`src/rtl/pipe_hazard_ctrl.sv`:
```
// Stall/flush sequencer for a 4-stage pipeline (fetch, rf_read, execute, writeback).
// Latency: 0 cycles; enables, bubble and flush are combinational from state and inputs.
// Backpressure: memory waitrequest freezes every stage; load-use and taken branches stall or squash.
module pipe_hazard_ctrl #(
   parameter int FLUSH_CYCLES = 2,
   parameter int CNT_W        = 16
) (
   input  logic             clk,
   input  logic             reset,
   input  logic [15:0]      i_ir_rf,
   input  logic [15:0]      i_ir_ex,
   input  logic             i_ir_ex_valid,
   input  logic             i_branch_taken,
   input  logic             i_mem_waitrequest,
   output logic             o_pc_en,
   output logic             o_rf_en,
   output logic             o_ex_en,
   output logic             o_wb_en,
   output logic             o_ex_bubble,
   output logic             o_flush,
   output logic [CNT_W-1:0] o_stall_count,
   output logic [1:0]       o_state
);

   // Opcode encodings shared with the instruction set definition
   localparam logic [3:0] OP_LD   = 4'd0;
   localparam logic [3:0] OP_ST   = 4'd1;
   localparam logic [3:0] OP_MV   = 4'd2;
   localparam logic [3:0] OP_ADD  = 4'd3;
   localparam logic [3:0] OP_SUB  = 4'd4;
   localparam logic [3:0] OP_CMP  = 4'd5;
   localparam logic [3:0] OP_J    = 4'd8;
   localparam logic [3:0] OP_JN   = 4'd9;
   localparam logic [3:0] OP_JZ   = 4'd10;
   localparam logic [3:0] OP_CALL = 4'd11;

   localparam logic [1:0] FLUSH_LOAD = 2'(FLUSH_CYCLES - 1);

   typedef enum logic [1:0] {
      S_RUN     = 2'd0,
      S_LDSTALL = 2'd1,
      S_FLUSH   = 2'd2,
      S_FREEZE  = 2'd3
   } state_t;

   state_t           state_q, state_d;
   state_t           saved_q, saved_d;
   state_t           eff_state;
   logic [1:0]       fcnt_q, fcnt_d;
   logic [CNT_W-1:0] stall_cnt_q, stall_cnt_d;

   logic [3:0] rf_op, ex_op;
   logic       rf_imm;
   logic [2:0] rf_rx, rf_ry, ex_rx;
   logic       reads_rx, reads_ry, load_use;
   logic       unused_ir;

   assign rf_op  = i_ir_rf[3:0];
   assign rf_imm = i_ir_rf[4];
   assign rf_rx  = i_ir_rf[7:5];
   assign rf_ry  = i_ir_rf[10:8];
   assign ex_op  = i_ir_ex[3:0];
   assign ex_rx  = i_ir_ex[7:5];
   assign unused_ir = ^{i_ir_rf[15:11], i_ir_ex[15:8], i_ir_ex[4]};

   // Register-read decode of the rf_read instruction and load-use detection
   always_comb begin
      reads_rx = 1'b0;
      reads_ry = 1'b0;
      if (!rf_imm) begin
         reads_rx = (rf_op == OP_ADD) || (rf_op == OP_SUB) || (rf_op == OP_CMP) ||
                    (rf_op == OP_ST)  || (rf_op == OP_J)   || (rf_op == OP_JN)  ||
                    (rf_op == OP_JZ)  || (rf_op == OP_CALL);
         reads_ry = (rf_op == OP_MV) || (rf_op == OP_ADD) || (rf_op == OP_SUB) ||
                    (rf_op == OP_CMP);
      end else begin
         reads_rx = (rf_op == OP_ADD) || (rf_op == OP_SUB) || (rf_op == OP_CMP);
      end
      if ((rf_op == OP_LD) || (rf_op == OP_ST)) begin
         reads_ry = 1'b1;
      end
      load_use = i_ir_ex_valid && (ex_op == OP_LD) &&
                 ((reads_rx && (rf_rx == ex_rx)) || (reads_ry && (rf_ry == ex_rx)));
   end

   // Next-state and output decode; a released freeze behaves as the state it interrupted
   always_comb begin
      eff_state   = (state_q == S_FREEZE) ? saved_q : state_q;
      state_d     = eff_state;
      saved_d     = saved_q;
      fcnt_d      = fcnt_q;
      o_pc_en     = 1'b1;
      o_rf_en     = 1'b1;
      o_ex_en     = 1'b1;
      o_wb_en     = 1'b1;
      o_ex_bubble = 1'b0;
      o_flush     = 1'b0;
      if (!reset) begin
         state_d = S_RUN;
         o_pc_en = 1'b0;
         o_rf_en = 1'b0;
         o_ex_en = 1'b0;
         o_wb_en = 1'b0;
      end else if (i_mem_waitrequest) begin
         state_d = S_FREEZE;
         if (state_q != S_FREEZE) begin
            saved_d = state_q;
         end
         o_pc_en = 1'b0;
         o_rf_en = 1'b0;
         o_ex_en = 1'b0;
         o_wb_en = 1'b0;
      end else begin
         case (eff_state)
            S_RUN, S_LDSTALL: begin
               if (i_branch_taken) begin
                  o_flush     = 1'b1;
                  o_ex_bubble = 1'b1;
                  fcnt_d      = FLUSH_LOAD;
                  state_d     = (FLUSH_CYCLES > 1) ? S_FLUSH : S_RUN;
               end else if ((eff_state == S_RUN) && load_use) begin
                  o_pc_en     = 1'b0;
                  o_rf_en     = 1'b0;
                  o_ex_bubble = 1'b1;
                  state_d     = S_LDSTALL;
               end else begin
                  state_d = S_RUN;
               end
            end
            S_FLUSH: begin
               o_flush     = 1'b1;
               o_ex_bubble = 1'b1;
               if (fcnt_q <= 2'd1) begin
                  fcnt_d  = 2'd0;
                  state_d = S_RUN;
               end else begin
                  fcnt_d = fcnt_q - 2'd1;
               end
            end
            default: state_d = S_RUN;
         endcase
      end
   end

   // Saturating count of cycles in which fetch is held
   always_comb begin
      stall_cnt_d = stall_cnt_q;
      if (!o_pc_en && (stall_cnt_q != {CNT_W{1'b1}})) begin
         stall_cnt_d = stall_cnt_q + {{(CNT_W-1){1'b0}}, 1'b1};
      end
   end

   // State, flush counter, saved state and stall counter registers
   always_ff @(posedge clk or negedge reset) begin
      if (!reset) begin
         state_q     <= S_RUN;
         saved_q     <= S_RUN;
         fcnt_q      <= 2'd0;
         stall_cnt_q <= '0;
      end else begin
         state_q     <= state_d;
         saved_q     <= saved_d;
         fcnt_q      <= fcnt_d;
         stall_cnt_q <= stall_cnt_d;
      end
   end

   assign o_stall_count = stall_cnt_q;
   assign o_state       = state_q;

endmodule

```
`config.mk`:
```
export PLATFORM = sky130hd
export DESIGN_NAME = pipe_hazard_ctrl
export DESIGN_NICKNAME = d
export VERILOG_FILES = /design/src/rtl/pipe_hazard_ctrl.sv
export SDC_FILE = /design/constraint.sdc
export NUM_CORES = 1
export LEC_CHECK = 0
export CORE_AREA = 5 5 66 56
export CTS_CLUSTER_DIAMETER = 40
export DETAILED_ROUTE_END_ITERATION = 16
export DIE_AREA = 0 0 71 61
export PLACE_DENSITY_LB_ADDON = 0.05
export SKIP_CTS_REPAIR_TIMING = 1
export SYNTH_ARGS = -nofsm -noshare
export SYNTH_HDL_FRONTEND = slang
export SYNTH_SLANG_ARGS = --single-unit
```
`constraint.sdc`:
```
create_clock -name clk -period 5.5 [get_ports clk]
set_clock_uncertainty 0.15 [all_clocks]
set_input_delay 0.825 -clock clk [delete_from_list [all_inputs] [get_ports clk]]
set_output_delay 0.825 -clock clk [all_outputs]
set_load 0.05 [all_outputs]
```
### Word-level counts from Yosys, hierarchy flattened

Cells that the tools add are included.

* flip-flop bits (word level): 22
* logic and storage cells: 80

* add/subtract/negate cells: 2
* order comparisons: 1
* equality and inequality tests: 17
* multiplexer cells: 29
* bitwise operators: 1
* reduce and logical (&&, ||, !) cells: 26

Operators with widths (number)
* $mux 1: 18
* $add 16x1->16 const B: 1
* $eq 4x4->1 const B: 4
* $ne 16x16->1 const B: 1
* $mux 2: 7
* $logic_or 1x1->1: 12
* $eq 4x2->1 const B: 2
* $eq 4x3->1 const B: 2
* $logic_not 4->1: 2
* $pmux 2 s2: 2
* $eq 3x3->1: 2
* $logic_and 1x1->1: 6
* $eq 2x2->1 const B: 2
* $eq 4x1->1 const B: 1
* $ne 2x2->1 const B: 2
* $pmux 1 s2: 2
* $reduce_and 4->1: 1
* $reduce_and 3->1: 1
* $eq 2x1->1 const B: 1
* $le 2x1->1 const B: 1
* $logic_not 2->1: 1
* $reduce_bool 2->1: 1
* $reduce_or 2->1: 1
* $sub 2x1->2 const B: 1
* other kinds (2): 2

### Logic depth before layout (Yosys ltp)

Gate-level depths: netlist of the first run.

* depth in word-level cells: 20
* mapped depth: 9
* mapped depth without buffers: 7

### Least setup slack after synthesis of the first run

Ideal clock, no wire load.

* path kind: input port to output port
* from: input port i_ir_ex[0]
* to: output port o_ex_bubble
* arrival time: 2484 ps
* data required time: 4525 ps
* setup slack: 2041 ps
* stages: 4
* buffers on the path: 0
* path through: or4b_1 -> a211oi_1 -> nand2_1 -> a21oi_1

* cells in the longest elaborated chain, start to end: 9

Ends and longest elaborated chain
* start: declaration: line 11 `input logic [15:0] i_ir_ex,`
* $logic_not 4->1: line 82 `load_use = i_ir_ex_valid && (ex_op == OP_LD) &&`
* $logic_and 1x1->1 (2 in series): line 82
* $logic_and 1x1->1: line 121 `end else if ((eff_state == S_RUN) && load_use) begin`
* $mux 1: line 121
* $mux 1: line 116 `if (i_branch_taken) begin`
* $pmux 1 s2: line 114 `case (eff_state)`
* $mux 1: line 104 `end else if (i_mem_waitrequest) begin`
* $mux 1: line 98 `if (!reset) begin`
* end: declaration: line 19 `output logic o_ex_bubble,`

Every way passes these cells.

### Final worst setup path of the first run

Same ends and word-level chain as after synthesis.

==> flow_summary.yaml, run 1 <==
logic_synthesis:
  syn_inst: 119
  ys_seq_area_share_pct: 46.0
  yosys_warnings: 0
  synth.distinct_cells: 30
  mappedNetlistArea_um2: 1200
  synth-seq-cells: 22
  synth_nets: 157
  postSynthAreaPerCell_um2: 10.1
timing:
  drv_slew: 0
  slew_headroom_pct: 65.5
  fin_ws_ns: 1.40
  rsz0062_at_grt: "no"
  period_minus_slack_ns: 4.10
  tns_ns: 0
  post-route-period-util_pct: 74.5
  fmax_mhz: 244
  finalSetupViolCount: 0
  hold_ws_ns: 0.359
  finalHoldViolCount: 0
  tightest_slew_ns: 0.518
hold_path:
  hp-class: "flip-flop to flip-flop"
  hp-start: "o_stall_count[14]"
layout:
  fin_nets: 205
  instances_no_fill: 206
  syn_to_final_growth_pct: 45.8
  post_route_cells_drive_above_1_share_pct: 4.82
  fin_util_pct: 58.7
  fin_area_um2: 1750
  n_antenna_cell: 0
placement:
  place_ws_ns: 1.39
  place_area_um2: 1670
  hpwl_um: 2200
  gp_congestion: 0.775
  port_buffers: 46
  dp_cells: 202
die:
  initial_core_util_pct: 40.3
  die_h_um: 61
  fp.dieW_um: 71
  fp-row-count: 18
  die_area_um2: 4330
  core_area_um2: 2970
  io_pins: 61
detailed_routing:
  drt_iter0_markers: 78
  wire_per_inst_um: 13.7
  drcViolationCount: 0
  vias: 1028
  final_antenna_net_count: 0
  viasPerCell: 4.99
  dr.pass1.iters: 4
  drt_wl_total_um: 2820
job:
  maxCapViolations: 0
critical_path:
  worst_path_largest_cell_delay_ns: 0.82
  cp_common_cell: "clkdlybuf4s50_1"
  crit_buf_inv: 2
  cpMaxStageDelayCell: "clkdlybuf4s50_1"
  path_max_fanout: 3
  critPathTopFamily: "buffers and inverters"
  required_ns: 4.53
  cp-end-kind: "output port"
  cp-start-kind: "primary input"
  r2r-start: "o_stall_count[0]"
  arrival_ns: 3.12
  critical_path.startpoint: "i_ir_ex[0]"
  crit_chain: "clkdlybuf4s50_1 > or4b_1 > a211oi_1 > nand2_1 > a21oi_1 > clkdlybuf4s50_1"
  path_class: "primary input to output port"
power:
  power_mw: 0.634
  leakagePower_nw: 0.706
  max-vdd-ir-drop_mv: 0.373
  power.density_nw_per_um2: 363
global_routing:
  grt_util_all_layers_pct: 13.3
  grt_overflow: 0
  grt_pass1_wl_um: 4520
  grt_pass1_vias: 993
  grt_max_degree: 27
  antenna_found_initial: 0
clocking:
  cts_tree: "yes"
  cts_made_buffers: 3
  clockBufferDepth: 2
  insertion_delay_ns: 0.26
  cts.sinks: 22
  htree_levels: 1
  clk_pin_slew_ns: 0.08
  cts_root_buf: "clkbuf_8"
status:
  status: "complete, no violations"
## sequential cells by signal, indices dropped and copies added (netlist names)
signal,flops
saved_q,2
o_state,2
o_stall_count,16
fcnt_q,2
## Yosys cell counts
cell type,n,area [um^2]
mux2_2,2,22.5
xnor2_1,18,158
a211oi_1,1,7.51
nand3_2,1,10.0
or4_1,1,7.51
ha_1,1,12.5
nand2_1,9,33.8
nor4_1,1,6.26
nor2b_1,1,6.26
nand4_1,11,68.8
nand3_1,6,30.0
a21bo_1,1,10.0
xor2_1,4,35.0
buf_6,1,11.3
nor3_1,1,5.00
o21a_1,1,7.51
and3_1,7,43.8
dfrtp_1,22,551
inv_1,2,7.51
o22ai_1,1,6.26
nor2_1,9,33.8
and2_1,2,12.5
nand2b_1,3,18.8
buf_8,1,15.0
a221oi_1,1,8.76
a21oi_1,5,25.0
buf_4,2,15.0
o2bb2ai_1,1,8.76
or4b_1,1,10.0
o21ai_0,2,10.0
## path summary, 6_finish.rpt
| path | end | slack, ns | cells after the start |
|---|---|---|---|
| min | o_stall_count[14] | 0.36 | 1 |
| max | o_ex_bubble | 1.40 | 6 |
| max in group asynchronous | o_stall_count[9] | 4.18 | 2 |
| min in group asynchronous | o_state[1] | 0.78 | 2 |
| max reg2reg | o_stall_count[1] | 3.06 | 6 |
| min reg2reg | o_stall_count[14] | 0.36 | 1 |
## per-layer routing
layer	track usage [%]	up-vias	wire length, um
met3	5.30	4	206
met4	3.22	0	21
met2	23.2	31	1350
met5	0	-	0
met1	15.7	480	1230
li1	-	513	-
## final cells by class
type	instances	area [um^2]
well taps	40	50.0
clock inverters	1	30.0
repair buffers	47	468
fillers	285	1230
clock buffers	3	41.3
flip-flops and latches	22	551
multi-input cells	91	598
inverters	2	7.51
## cell usage in the layout, fill, tap and decap left out, drive strengths merged, types with 2 or more instances in the layout
cell type	count
a21oi	5
and2	2
and3	7
clkbuf	3
clkdlybuf4s50	46
dfrtp	22
inv	2
mux2	2
nand2	9
nand2b	3
nand3	7
nand4	11
nor2	9
o21ai	2
xnor2	18
xor2	4
## kinds of logic after synthesis
| family | count (synthesis) | synth area share (%) |
|---|---|---|
| AOI/OAI and AO/OA | 13 | 7.00 |
| adders and majority gates | 1 | 1.04 |
| xor gates and xnor gates | 22 | 16.1 |
| and+or+nand+nor | 53 | 23.9 |
| buffers and inverters | 6 | 4.07 |
| DFF | 22 | 46.0 |
| muxes | 2 | 1.88 |
## power by group
group | internal [mW] | switching [mW]
Combinational | 0.0996 | 0.151
Sequential | 0.192 | 0.0414
Clock | 0.0972 | 0.0529
Total | 0.389 | 0.245
No activity file was read; power rests on OpenSTA's default activity.
==> run 2: changes to the inputs <==
- CORE_AREA: 5 5 66 56 -> 5 5 72 61
- DIE_AREA: 0 0 71 61 -> 0 0 77 66
- clock period: 5.5 -> 3.45 ns (I/O delays scaled with it)
==> run 2 against run 1 <==
Wire length fell by 2.3%. Combinational power rose by 64%. Register-to-register slack worse by 2.0 ns. Sequential cell count is the same. Hold slack got worse by 0.016 ns. Critical path depth is the same. Critical path type unchanged. Largest power group unchanged. Highest routed layer unchanged.
==> flow_summary.yaml, run 2 (same netlist as run 1, synthesis figures left out) <==
status:
  status: "complete, no violations"
clocking:
  insertion_delay_ns: 0.26
  cts.sinks: 22
  cts_root_buf: "clkbuf_8"
  clk_pin_slew_ns: 0.08
  clockBufferDepth: 2
  htree_levels: 1
  cts_made_buffers: 3
  cts_tree: "yes"
power:
  leakagePower_nw: 0.734
  power.density_nw_per_um2: 535
  max-vdd-ir-drop_mv: 0.635
timing:
  hold_ws_ns: 0.344
  tns_ns: 0
  tightest_slew_ns: 0.517
  drv_slew: 0
  slew_headroom_pct: 65.4
  finalHoldViolCount: 0
  fin_ws_ns: 0.483
  fmax_mhz: 337
  period_minus_slack_ns: 2.97
  post-route-period-util_pct: 86.0
  rsz0062_at_grt: "no"
  finalSetupViolCount: 0
layout:
  n_antenna_cell: 0
  fin_nets: 206
  layout_commonest_cell: "clkdlybuf4s50_1"
  largest_reg_flops: 16
  layout_common_cells: "clkdlybuf4s50_1 (40), dfrtp_1 (22), xnor2_1 (18)"
  syn_to_final_growth_pct: 50.5
  instances_no_fill: 211
  post_route_cells_drive_above_1_share_pct: 8.98
global_routing:
  grt_pass1_vias: 1017
  grt_overflow: 0
  grt_max_degree: 26
  grt_pass1_wl_um: 4640
  antenna_found_initial: 0
  grt_util_all_layers_pct: 11.4
critical_path:
  cp-start-kind: "primary input"
  arrival_ns: 2.30
  endpoint: "o_ex_bubble"
  critical_path.startpoint: "i_ir_ex[0]"
  required_ns: 2.78
  path_class: "primary input to output port"
  cp-end-kind: "output port"
  r2r-end: "o_stall_count[1]"
  worstRegToRegCells: 7
  r2r-start: "o_stall_count[0]"
  reg2reg_slack_ns: 1.07
  path_max_fanout: 3
die:
  io_pins: 61
  core_area_um2: 3630
  fp.dieW_um: 77
  fp-row-count: 20
  die_area_um2: 5080
  initial_core_util_pct: 33.0
  die_h_um: 66
placement:
  port_buffers: 46
  hpwl_um: 2180
  gp_congestion: 0.726
  dp_cells: 207
  place_ws_ns: 0.472
hold_path:
  hp-class: "flip-flop to flip-flop"
job:
  maxCapViolations: 0
detailed_routing:
  drt_iter0_markers: 50
  final_antenna_net_count: 0
  drt_wl_total_um: 2750
  drcViolationCount: 0
  wire_per_inst_um: 13.0
  dr.pass1.iters: 4
  vias: 1026
  viasPerCell: 4.86
[run 2: cell type report]
type                            count  area [um^2]
Tap cell                           44         55.1
Inverter                            2         7.51
Sequential cell                    22          551
Timing Repair Buffer               48          536
Multi-Input combinational cell     91          598
Fill cell                         321         1830
Clock buffer                        4         55.1
[run 2: stage by stage]
step	area (um^2)	util, %	power (mW)
floorplan	1200	-	0.625
global placement	1750	48.1	0.784
detailed placement	1750	48.1	0.790
CTS	1800	49.7	0.977
global route	1800	49.7	1.02
finish	1800	49.7	0.964
[run 2: worst max-delay path, cell delays in order]
cell	delay [ns]
clkdlybuf4s50_1	0.39
or4b_1	0.51
a211oi_1	0.36
nand2_1	0.09
a21oi_1	0.25
buf_12	0.17
[run 2: worst min path at each step]
stage	from	cells past startpoint	endpoint	slack [ns]
2_1_floorplan	reset	0	fcnt_q[0]	0.07
3_3_place_gp	o_stall_count[14]	1	o_stall_count[14]	0.34
3_5_place_dp	o_stall_count[14]	1	o_stall_count[14]	0.34
4_1_cts	o_stall_count[14]	1	o_stall_count[14]	0.35
5_1_grt	o_stall_count[14]	1	o_stall_count[14]	0.38
6_report	o_stall_count[14]	1	o_stall_count[14]	0.34
[run 2: per-layer routing]
metal | vias to the layer above | GRT usage (%) | part of all wire (%)
met4 | 0 | 2.58 | 0.47
met5 | - | 0 | 0
met3 | 2 | 3.68 | 5.4
met2 | 27 | 18.8 | 48
met1 | 482 | 14.6 | 46
li1 | 515 | - | -
[run 2: power breakdown]
part           total (mW)  internal (mW)  switching, mW
clock               0.183          0.102         0.0811
combinational       0.409          0.167          0.242
sequential          0.372          0.307         0.0657
total               0.964          0.575          0.389
